### src/rtl/seg7_scan_driver.sv
// seg7_scan_driver: multiplexed 7-segment driver for DIGITS common-segment digits.
// It latches packed BCD/hex codes, scans one digit per SCAN_DIV-clock slot, and
// blanks both an and seg for one dead cycle at the start of every slot. It also
// supports lamp test, blanking, leading-zero blanking, optional hex glyphs and
// output polarity.
module seg7_scan_driver #(
    parameter int DIGITS     = 4,
    parameter int SCAN_DIV   = 1000,
    parameter int HEX_EN     = 0,
    parameter int ACTIVE_LOW = 0
) (
    input  logic                  clk,
    input  logic                  rst_n,
    input  logic                  le,
    input  logic                  bl_n,
    input  logic                  lt_n,
    input  logic                  lzb,
    input  logic [4*DIGITS-1:0]   d,
    output logic [6:0]            seg,
    output logic [DIGITS-1:0]     an,
    output logic                  frame
);

    localparam int CW = (SCAN_DIV > 2) ? $clog2(SCAN_DIV) : 1;
    localparam int IW = (DIGITS > 1) ? $clog2(DIGITS) : 1;
    localparam logic [CW-1:0] CNT_LAST = CW'(SCAN_DIV - 1);
    localparam logic [IW-1:0] IDX_LAST = IW'(DIGITS - 1);

    // ST_PRIME: the first enabled edge after reset emits slot 0 / cnt 0
    // without advancing, so the scan always starts with a frame pulse.
    typedef enum logic {ST_PRIME, ST_SCAN} state_t;

    state_t                state_q, state_d;
    logic [4*DIGITS-1:0]   latch_q, latch_d;
    logic [CW-1:0]         cnt_q, cnt_d;
    logic [IW-1:0]         idx_q, idx_d;
    logic [6:0]            seg_q, seg_d;
    logic [DIGITS-1:0]     an_q, an_d;
    logic                  frame_q, frame_d;

    logic [3:0]            code;
    logic                  upper_nz;
    logic                  lz_blank;

    function automatic logic [6:0] decode(input logic [3:0] c);
        logic [6:0] g;
        case (c)
            4'd0:    g = 7'b1111110;
            4'd1:    g = 7'b0110000;
            4'd2:    g = 7'b1101101;
            4'd3:    g = 7'b1111001;
            4'd4:    g = 7'b0110011;
            4'd5:    g = 7'b1011011;
            4'd6:    g = 7'b0011111;
            4'd7:    g = 7'b1110000;
            4'd8:    g = 7'b1111111;
            4'd9:    g = 7'b1111011;
            4'd10:   g = (HEX_EN != 0) ? 7'b1110111 : 7'b0000000;
            4'd11:   g = (HEX_EN != 0) ? 7'b0011111 : 7'b0000000;
            4'd12:   g = (HEX_EN != 0) ? 7'b1001110 : 7'b0000000;
            4'd13:   g = (HEX_EN != 0) ? 7'b0111101 : 7'b0000000;
            4'd14:   g = (HEX_EN != 0) ? 7'b1001111 : 7'b0000000;
            default: g = (HEX_EN != 0) ? 7'b1000111 : 7'b0000000;
        endcase
        return g;
    endfunction

    // Next-state: latch, prescaler and digit index; the slot state machine.
    always_comb begin
        state_d = ST_SCAN;
        latch_d = le ? latch_q : d;
        cnt_d   = cnt_q;
        idx_d   = idx_q;
        if (state_q == ST_PRIME) begin
            cnt_d = '0;
            idx_d = '0;
        end else if (cnt_q == CNT_LAST) begin
            cnt_d = '0;
            idx_d = (idx_q == IDX_LAST) ? '0 : idx_q + 1'b1;
        end else begin
            cnt_d = cnt_q + 1'b1;
        end
    end

    // Output glyph and enables, computed from the post-edge slot and latch data.
    always_comb begin
        seg_d    = '0;
        an_d     = '0;
        frame_d  = (cnt_d == '0) && (idx_d == '0);
        code     = latch_d[4*idx_d +: 4];
        upper_nz = 1'b0;
        for (int i = 0; i < DIGITS; i++) begin
            if (i >= int'(idx_d) && latch_d[4*i +: 4] != 4'd0) begin
                upper_nz = 1'b1;
            end
        end
        lz_blank = lzb && (idx_d != '0) && !upper_nz;
        if (cnt_d != '0) begin
            an_d[idx_d] = 1'b1;
            if (!lt_n) begin
                seg_d = 7'b1111111;
            end else if (!bl_n || lz_blank) begin
                seg_d = 7'b0000000;
            end else begin
                seg_d = decode(code);
            end
        end
    end

    // Registers with synchronous active-low reset.
    always_ff @(posedge clk) begin
        if (!rst_n) begin
            state_q <= ST_PRIME;
            latch_q <= '0;
            cnt_q   <= '0;
            idx_q   <= '0;
            seg_q   <= '0;
            an_q    <= '0;
            frame_q <= 1'b0;
        end else begin
            state_q <= state_d;
            latch_q <= latch_d;
            cnt_q   <= cnt_d;
            idx_q   <= idx_d;
            seg_q   <= seg_d;
            an_q    <= an_d;
            frame_q <= frame_d;
        end
    end

    assign seg   = (ACTIVE_LOW != 0) ? ~seg_q : seg_q;
    assign an    = (ACTIVE_LOW != 0) ? ~an_q  : an_q;
    assign frame = frame_q;

endmodule

### config.mk
export PLATFORM = sky130hd
export DESIGN_NAME = seg7_scan_driver
export DESIGN_NICKNAME = d
export VERILOG_FILES = /design/src/rtl/seg7_scan_driver.sv
export SDC_FILE = /design/constraint.sdc
export NUM_CORES = 1
export LEC_CHECK = 0
export ABC_AREA = 0
export ABC_CLOCK_PERIOD_IN_PS = 8700
export BUFFER_PORTS_ARGS = -buffer_cell sky130_fd_sc_hd__buf_2
export CORE_UTILIZATION = 55
export DETAILED_ROUTE_END_ITERATION = 16
export PLACE_DENSITY_LB_ADDON = 0.15
export SLEW_MARGIN = 20
export SYNTH_ARGS = -nofsm -noshare
export SYNTH_HDL_FRONTEND = slang
export SYNTH_SLANG_ARGS = --single-unit
### constraint.sdc
create_clock -name clk -period 8.7 [get_ports clk]
set_clock_uncertainty 0.1 [all_clocks]
set_input_delay 1.74 -clock clk [delete_from_list [all_inputs] [get_ports clk]]
set_output_delay 1.74 -clock clk [all_outputs]
set_load 0.03 [all_outputs]
**Word level (Yosys, flattened, before mapping)**

Memory sizes are Yosys's and may differ from the RTL's.
Cells that the tools add are included.

- Bits in registers: 41
- Latch bits: 0
- Memory bits (writable): 0
- ROM bits: 112
- Output and inout port bits: 12
- Logic and storage cells: 52
- Memories: 1

Memory list:

| name | words | bits a word | rd ports | clocked after memory_dff | wr ports | line | text |
|---|---|---|---|---|---|---|---|
| (name not given) | 16 | 7 | 1 | 0 | 0 | 47 | `case (c)` |

- Add/subtract/negate cells: 2
- Multiply operators: 0
- Div/mod/pow operators: 0
- Magnitude comparators: 5
- Eq/ne operators: 2
- Shift-type cells: 1
- Muxes and demuxes: 15
- Bitwise operators: 0
- Reductions and logical operators: 19

Operators with widths:

| cell | count |
|---|---|
| $mux 10 | 2 |
| $mux 16 | 1 |
| $reduce_bool 4->1 | 4 |
| $shiftx 16x5->4 | 1 |
| $mux 7 | 2 |
| $add 10x1->10 const B | 1 |
| $eq 10x10->1 const B | 1 |
| $logic_not 10->1 | 1 |
| $reduce_bool 10->1 | 1 |
| $logic_and 1x1->1 | 7 |
| $mux 1 | 6 |
| $mux 2 | 3 |
| $ge 1x2->1 const A | 2 |
| $lt 2x3->1 const B | 1 |
| $add 2x1->2 const B | 1 |
| $demux 1 s2 | 1 |
| $eq 2x2->1 const B | 1 |
| $ge 2x1->1 const B | 1 |
| $ge 2x2->1 const A | 1 |
| $logic_not 1->1 | 2 |
| $logic_not 2->1 | 1 |
| $reduce_and 2->1 | 1 |
| $reduce_bool 2->1 | 1 |
| $logic_or 1x1->1 | 1 |

**Logic depth before layout (Yosys ltp)**

Gate-level depths: netlist (run 1).

- Depth after elaboration: 15
- Gate-level depth with buffers: 15
- Mapped depth without buffers: 13

**Least setup slack after synthesis (run 1)**

No wires, ideal clock.

- Kind: input to register
- Start: input port le
- End: register seg_q[3], in the netlist seg[3]
- Library setup time: 0.123 ns
- Arrival time: 3.984 ns
- Data required time: 8.477 ns
- Setup slack: 4.493 ns
- Stages on the path: 12
- Path buffers: 3
- Path through: clkbuf_1 clkbuf_1 buf_2 mux2i_1 nand3_1 o31ai_1 nor4b_2 inv_1 ha_1 nor2b_1 nor3_1 o21ai_0

- Longest elaborated chain between the ends: 12
- Elaborated cells on any way between the ends: 19

RTL lines:

| element | line | text |
|---|---|---|
| start: declaration | 14 | `input logic le,` |
| $mux 16 (*) | 71 | `latch_d = le ? latch_q : d;` |
| parallel branches: the longest is 9 deep, another holds $mem_v2 16x7 | n/a |  |
| $mux 7 (*) | 102 | `end else if (!bl_n \|\| lz_blank) begin` |
| $mux 7 (*) | 100 | `if (!lt_n) begin` |
| end signal: assignment | 125 | `seg_q <= seg_d;` |
| end: declaration | 37 | `logic [6:0] seg_q, seg_d;` |

Mark *: on every way between the ends.
A chain may end at the register's enable or synchronous reset.

**Final worst setup path (run 1)**

- Start: input port le
- End: register seg_q[6], in the netlist seg[6]

The elaborated chain is that of the path after synthesis.

==> qor.yml, run 1 <==
worst-slew-pin-transition_ps: 865
synth_nets: 271
crit_fanout: 23
max_freq_mhz: 246
holdBufCountCts: 0
drv_cap: 0
initialDrtViolationCount: 153
reg2regPathDepth: 12
diodes: 0
peakVddDrop_uv: 117
die_y_um: 64.9
synth_area_per_cell_um2: 8.95
clk_pin_slew_ps: 80
drive_gt1_share_pct: 21.0
min_period_ps: 4060
core-area_um2: 3720
grt_max_degree: 24
cts.sinks: 41
cts_buffers: 5
insertion_delay_ps: 300
post_cts_resized: 0
ys_warn_count: 0
fillers: 335
synth_area_um2: 2180
synth-seq-cells: 41
antenna_found_initial: 0
whs_ps: 399
drcViolationCount: 0
p_per_area_nw_per_um2: 159
wl_met2_um: 2230
root_buffer: "clkbuf_8"
dp_hpwl_um: 3370
routabilityCongestion: 0.868
grt_first_pass_wirelength_um: 7670
ant_nets: 0
cp.required_ps: 8800
cts_buffer_depth: 2
num_vias: 1857
finalSetupViolCount: 0
fin_tns_setup_ps: 0
avgViaCountPerCell: 5.80
wl_um: 4640
hold_path_startpoint: "latch_q[13]$_SDFF_PN0_"
die_area_um2: 4210
ys_seq_area_share_pct: 37.7
wl_met1_um: 2100
wl_met3_um: 236
io-pin-count: 34
crit_start: "le"
min_to: "latch_q[13]$_SDFF_PN0_"
postCtsSetupBuffers: 0
dpl_cell_area_um2: 2350
outcome: "finished, final reports clean"
syn_to_final_growth_pct: 12.2
crit_path_end_kind: "flop"
synth_area_leaders: "dfxtp_1 (38%), mux2i_1 (8.7%), nor2_1 (5.5%)"
grt_pass1_vias: 1721
synth.top_cell.area_share_pct: 37.7
post-route-period-util_pct: 46.7
ys.flop_type: "dfxtp_1"
startpoint_type: "input pin"
synth-edff-count: 0
nNetsFinal: 300
min_delay_path_depth: 2
fin_area_um2: 2440
reg2reg_from: "cnt_q[0]$_SDFF_PN0_"
synth_top_cell_by_area: "dfxtp_1"
ys_async_sr_fraction_pct: 0
final_common_cell: "dfxtp_1"
post_drt_wl_per_cell_um: 14.5
criticalPathCategory: "input pin to flop"
most-common-layout-cells: "dfxtp_1 (41), buf_2 (33), nor2_1 (32)"
static-leakage-power_nw: 1.09
grt_overflow_total: 0
reg2reg_slack_ps: 4810
hold_viol_final: 0
drv_slew: 0
synthCells: 243
final_util_pct: 65.7
io_buffers: 33
cts_tree: "done"
h-tree-depth: 2
die_x_um: 64.9
worstPathArrival_ps: 4170
rows: 22
ys_types: 52
grt_setup_unrepaired: "no"
grtUsageTotal_pct: 23.7
initial_core_util_pct: 58.6
rr_endpoint: "seg[3]$_SDFF_PN0_"
firstDrtPassIters: 4
worst_hold_path_type: "flop to flop"
routed.top_layer: "met4"
relSlewSlack_pct: 42.2
cells by family after synthesis:
kind of cell	after synthesis	share of synthesized area (%)
AOI/OAI and AO/OA	44	14.4
xor gates and xnor gates	8	3.22
adders and majority gates	6	3.45
buffers and inverters	17	3.28
DFF	41	37.7
muxes	24	11.3
and+or+nand+nor	103	26.6
where the power goes:
group | switching [mW] | internal (mW)
Sequential | 0.00390 | 0.196
Combinational | 0.0347 | 0.0231
Clock | 0.0665 | 0.0627
Total | 0.105 | 0.282
synth_stat cells (all sizes together), types with 4 or more instances:
master and number:
ha 6, dfxtp 41, o21ai 10, nor3 7, nand3 8, and2 6, mux2 5, nor2 32
o31ai 4, nand2b 4, mux2i 19, nand2 17, a21oi 6, a2111oi 4, inv 6, xnor2 5
clkbuf 4, nor3b 4, buf 7, and3 4
routing by layer:
metal | GRT usage (%) | up-vias
li1 | - | 935
met1 | 29.2 | 871
met2 | 40.0 | 42
met3 | 5.46 | 9
met4 | 8.61 | 0
met5 | 0 | -
state kept, by name, summed over array words and instances, names as in the netlist:
signal and cells:
cnt_q 10, idx_q 2, state_q 1, latch_q 16, an 4, seg 7
frame 1
worst max-delay path by stage:
stage / depth (start not counted) / endpoint
after floorplan: 12 / seg[3]$_SDFF_PN0_
after global placement: 8 / seg[6]$_SDFF_PN0_
after detailed placement: 8 / seg[6]$_SDFF_PN0_
after CTS: 8 / seg[6]$_SDFF_PN0_
after global routing: 8 / seg[3]$_SDFF_PN0_
final: 8 / seg[6]$_SDFF_PN0_
worst max-delay path, cell delays in order:
cell	delay, ps
buf_2	430
mux2_2	430
o21ai_0	160
a21oi_1	100
a22oi_1	710
nand2_1	170
or3_1	340
o311ai_1	90
stage by stage:
stage               setup WS [ps]  power (mW)  std cells
floorplan                    4490       0.245        243
global placement             4420       0.261        313
detailed placement           4340       0.262        313
CTS                          4640       0.390        320
global route                 4420       0.407        320
finish                       4640       0.387        320
area by class of cell:
cell class / count / area, um2 / share of cell area [%]
Sequential cell: 41 / 821 / 33.6
Clock buffer: 6 / 82.6 / 3.38
Timing Repair Buffer: 33 / 165 / 6.76
Tap cell: 48 / 60.1 / 2.46
Inverter: 6 / 22.5 / 0.922
Multi-Input combinational cell: 185 / 1280 / 52.6
Clock inverter: 1 / 7.51 / 0.307
(Power assumes the default switching activity.)
==> run 2, diff against run 1 <==
--- a/config.mk
+++ b/config.mk
@@ -6,9 +6,9 @@
 export NUM_CORES = 1
 export LEC_CHECK = 0
 export ABC_AREA = 0
-export ABC_CLOCK_PERIOD_IN_PS = 8700
+export ABC_CLOCK_PERIOD_IN_PS = 3700
 export BUFFER_PORTS_ARGS = -buffer_cell sky130_fd_sc_hd__buf_2
-export CORE_UTILIZATION = 55
+export CORE_UTILIZATION = 51
 export DETAILED_ROUTE_END_ITERATION = 16
 export PLACE_DENSITY_LB_ADDON = 0.15
 export SLEW_MARGIN = 20
==> constraint.sdc (replaced) <==
create_clock -name clk -period 3.7 [get_ports clk]
set_clock_uncertainty 0.1 [all_clocks]
set_input_delay 0.74 -clock clk [delete_from_list [all_inputs] [get_ports clk]]
set_output_delay 0.74 -clock clk [all_outputs]
set_load 0.03 [all_outputs]
==> qor.yml, run 2 (same netlist as run 1, synthesis figures left out) <==
clk_pin_slew_ps: 80
cts_buffers: 5
cts.sinks: 41
reg2reg_from: "cnt_q[0]$_SDFF_PN0_"
top_register: "latch_q"
finalSetupViolCount: 0
ant_nets: 0
fillers: 361
hold_viol_final: 0
io-pin-count: 34
min_period_ps: 3420
grtUsageTotal_pct: 23.1
criticalPathCategory: "flop to flop"
core-area_um2: 4060
path_cells: "ha_4, nand4b_4, or4_1, o21a_2, nand3_1, o31ai_1, nor4b_2, inv_1, ha_1, nor2b_1, nor3_1, o21ai_0"
reg2reg_slack_ps: 280
max_freq_mhz: 292
die_y_um: 67.3
grt_setup_unrepaired: "no"
outcome: "finished, final reports clean"
rows: 23
pre_cts_ws_ps: 112
p_seq_share_pct: 47.4
wl_um: 4840
grt_max_degree: 16
h-tree-depth: 2
grt_first_pass_wirelength_um: 7840
nNetsFinal: 308
cts_buffer_depth: 2
p_per_area_nw_per_um2: 390
startpoint_type: "flop"
relSlewSlack_pct: 55.6
dp_hpwl_um: 3530
firstDrtPassIters: 4
slowest_stage: "or4_1"
drv_cap: 0
syn_to_final_growth_pct: 17.0
largest_reg_flops: 16
grt_overflow_total: 0
path_delay_family: "simple AND/OR/NAND/NOR gates"
crit_path_end_kind: "flop"
post_drt_wl_per_cell_um: 14.6
post-route-period-util_pct: 92.5
drive_gt1_share_pct: 23.8
worst-path-buf-inv: 1
static-leakage-power_nw: 1.14
initialDrtViolationCount: 106
rr_endpoint: "seg[3]$_SDFF_PN0_"
worst_hold_path_type: "flop to flop"
drv_slew: 0
final_common_cell: "dfxtp_1"
path_depth: 12
worst-slew-pin-transition_ps: 666
switchingPower_mw: 0.252
drcViolationCount: 0
insertion_delay_ps: 300
crit_fanout: 11
endpoint: "seg[3]$_SDFF_PN0_"
final_util_pct: 62.7
root_buffer: "clkbuf_8"
holdBufCountCts: 0
most-common-layout-cells: "dfxtp_1 (41), buf_2 (33), nor2_1 (32)"
antenna_found_initial: 0
clock_power_share_pct: 38.1
cts_tree: "done"
grt_pass1_vias: 1674
routabilityCongestion: 0.877
die_area_um2: 4530
combPwrFrac_pct: 14.5
peakVddDrop_uv: 207
cp_slowest_stage_delay_ps: 600
internal_power_mw: 0.740
cp.required_ps: 3780
reg2regPathDepth: 12
diodes: 0
switching_share_pct: 25.4
num_vias: 1837
fin_tns_setup_ps: 0
avgViaCountPerCell: 5.55
setup_ws_ps: 277
initial_core_util_pct: 53.6
crit_start: "cnt_q[0]$_SDFF_PN0_"
io_buffers: 33
worstPathArrival_ps: 3510
die_x_um: 67.3
run 2: routing by layer:
layer	share of wire [%]	routed length (um)	vias to the layer above	GRT usage [%]
li1	-	-	955	-
met3	3.0	144	6	5.24
met5	0	0	-	0
met2	47	2270	27	37.9
met1	49	2360	849	29.6
met4	1.2	60	0	7.98
run 2: stage by stage:
stage / hold slack [ps] / instances / power, mW / area, um2
3_3_place_gp: 369 / 322 / 0.619 / 2410
6_report: 409 / 331 / 0.992 / 2540
2_1_floorplan: 349 / 243 / 0.577 / 2180
3_5_place_dp: 378 / 322 / 0.621 / 2410
5_1_grt: 430 / 331 / 1.04 / 2540
4_1_cts: 397 / 330 / 0.995 / 2520
run 2: worst register-to-register path: cells and delay by family (launching register included):
| kind | cells | cell delay, ps |
|---|---|---|
| compound gates | 3 | 410 |
| fa+ha+maj | 2 | 550 |
| buf+inv | 1 | 140 |
| flops | 1 | 450 |
| simple gates | 6 | 1670 |
run 2: how the worst min path moves through the flow:
stage	end	from	cells past startpoint
after CTS	cnt_q[0]$_SDFF_PN0_	cnt_q[0]$_SDFF_PN0_	1
after floorplan	cnt_q[0]$_SDFF_PN0_	cnt_q[0]$_SDFF_PN0_	1
after global placement	latch_q[13]$_SDFF_PN0_	latch_q[13]$_SDFF_PN0_	2
final	latch_q[0]$_SDFF_PN0_	latch_q[0]$_SDFF_PN0_	2
after global routing	latch_q[13]$_SDFF_PN0_	latch_q[13]$_SDFF_PN0_	2
after detailed placement	cnt_q[0]$_SDFF_PN0_	cnt_q[0]$_SDFF_PN0_	1
run 2: timing repair:
action,in CTS,in global routing
setup buffers,0,1
gates resized for setup,0,3
setup endpoints to repair,0,1
run 2: final cells by class:
type	count	area (um2)	area share, %
multi-input cells	185	1300	51.0
clock buffers	7	86.3	3.39
flip-flops and latches	41	821	32.3
inverters	6	22.5	0.885
well taps	50	62.6	2.46
repair buffers	41	225	8.85
clock inverters	1	30.0	1.18
run 2: power by group through the flow:
stage | Clock (mW) | Combinational [mW] | Sequential (mW)
after floorplan | 0 | 0.0802 | 0.497
after global placement | 0 | 0.139 | 0.479
after detailed placement | 0 | 0.141 | 0.480
after CTS | 0.383 | 0.142 | 0.470
after global routing | 0.406 | 0.159 | 0.473
final | 0.378 | 0.144 | 0.470
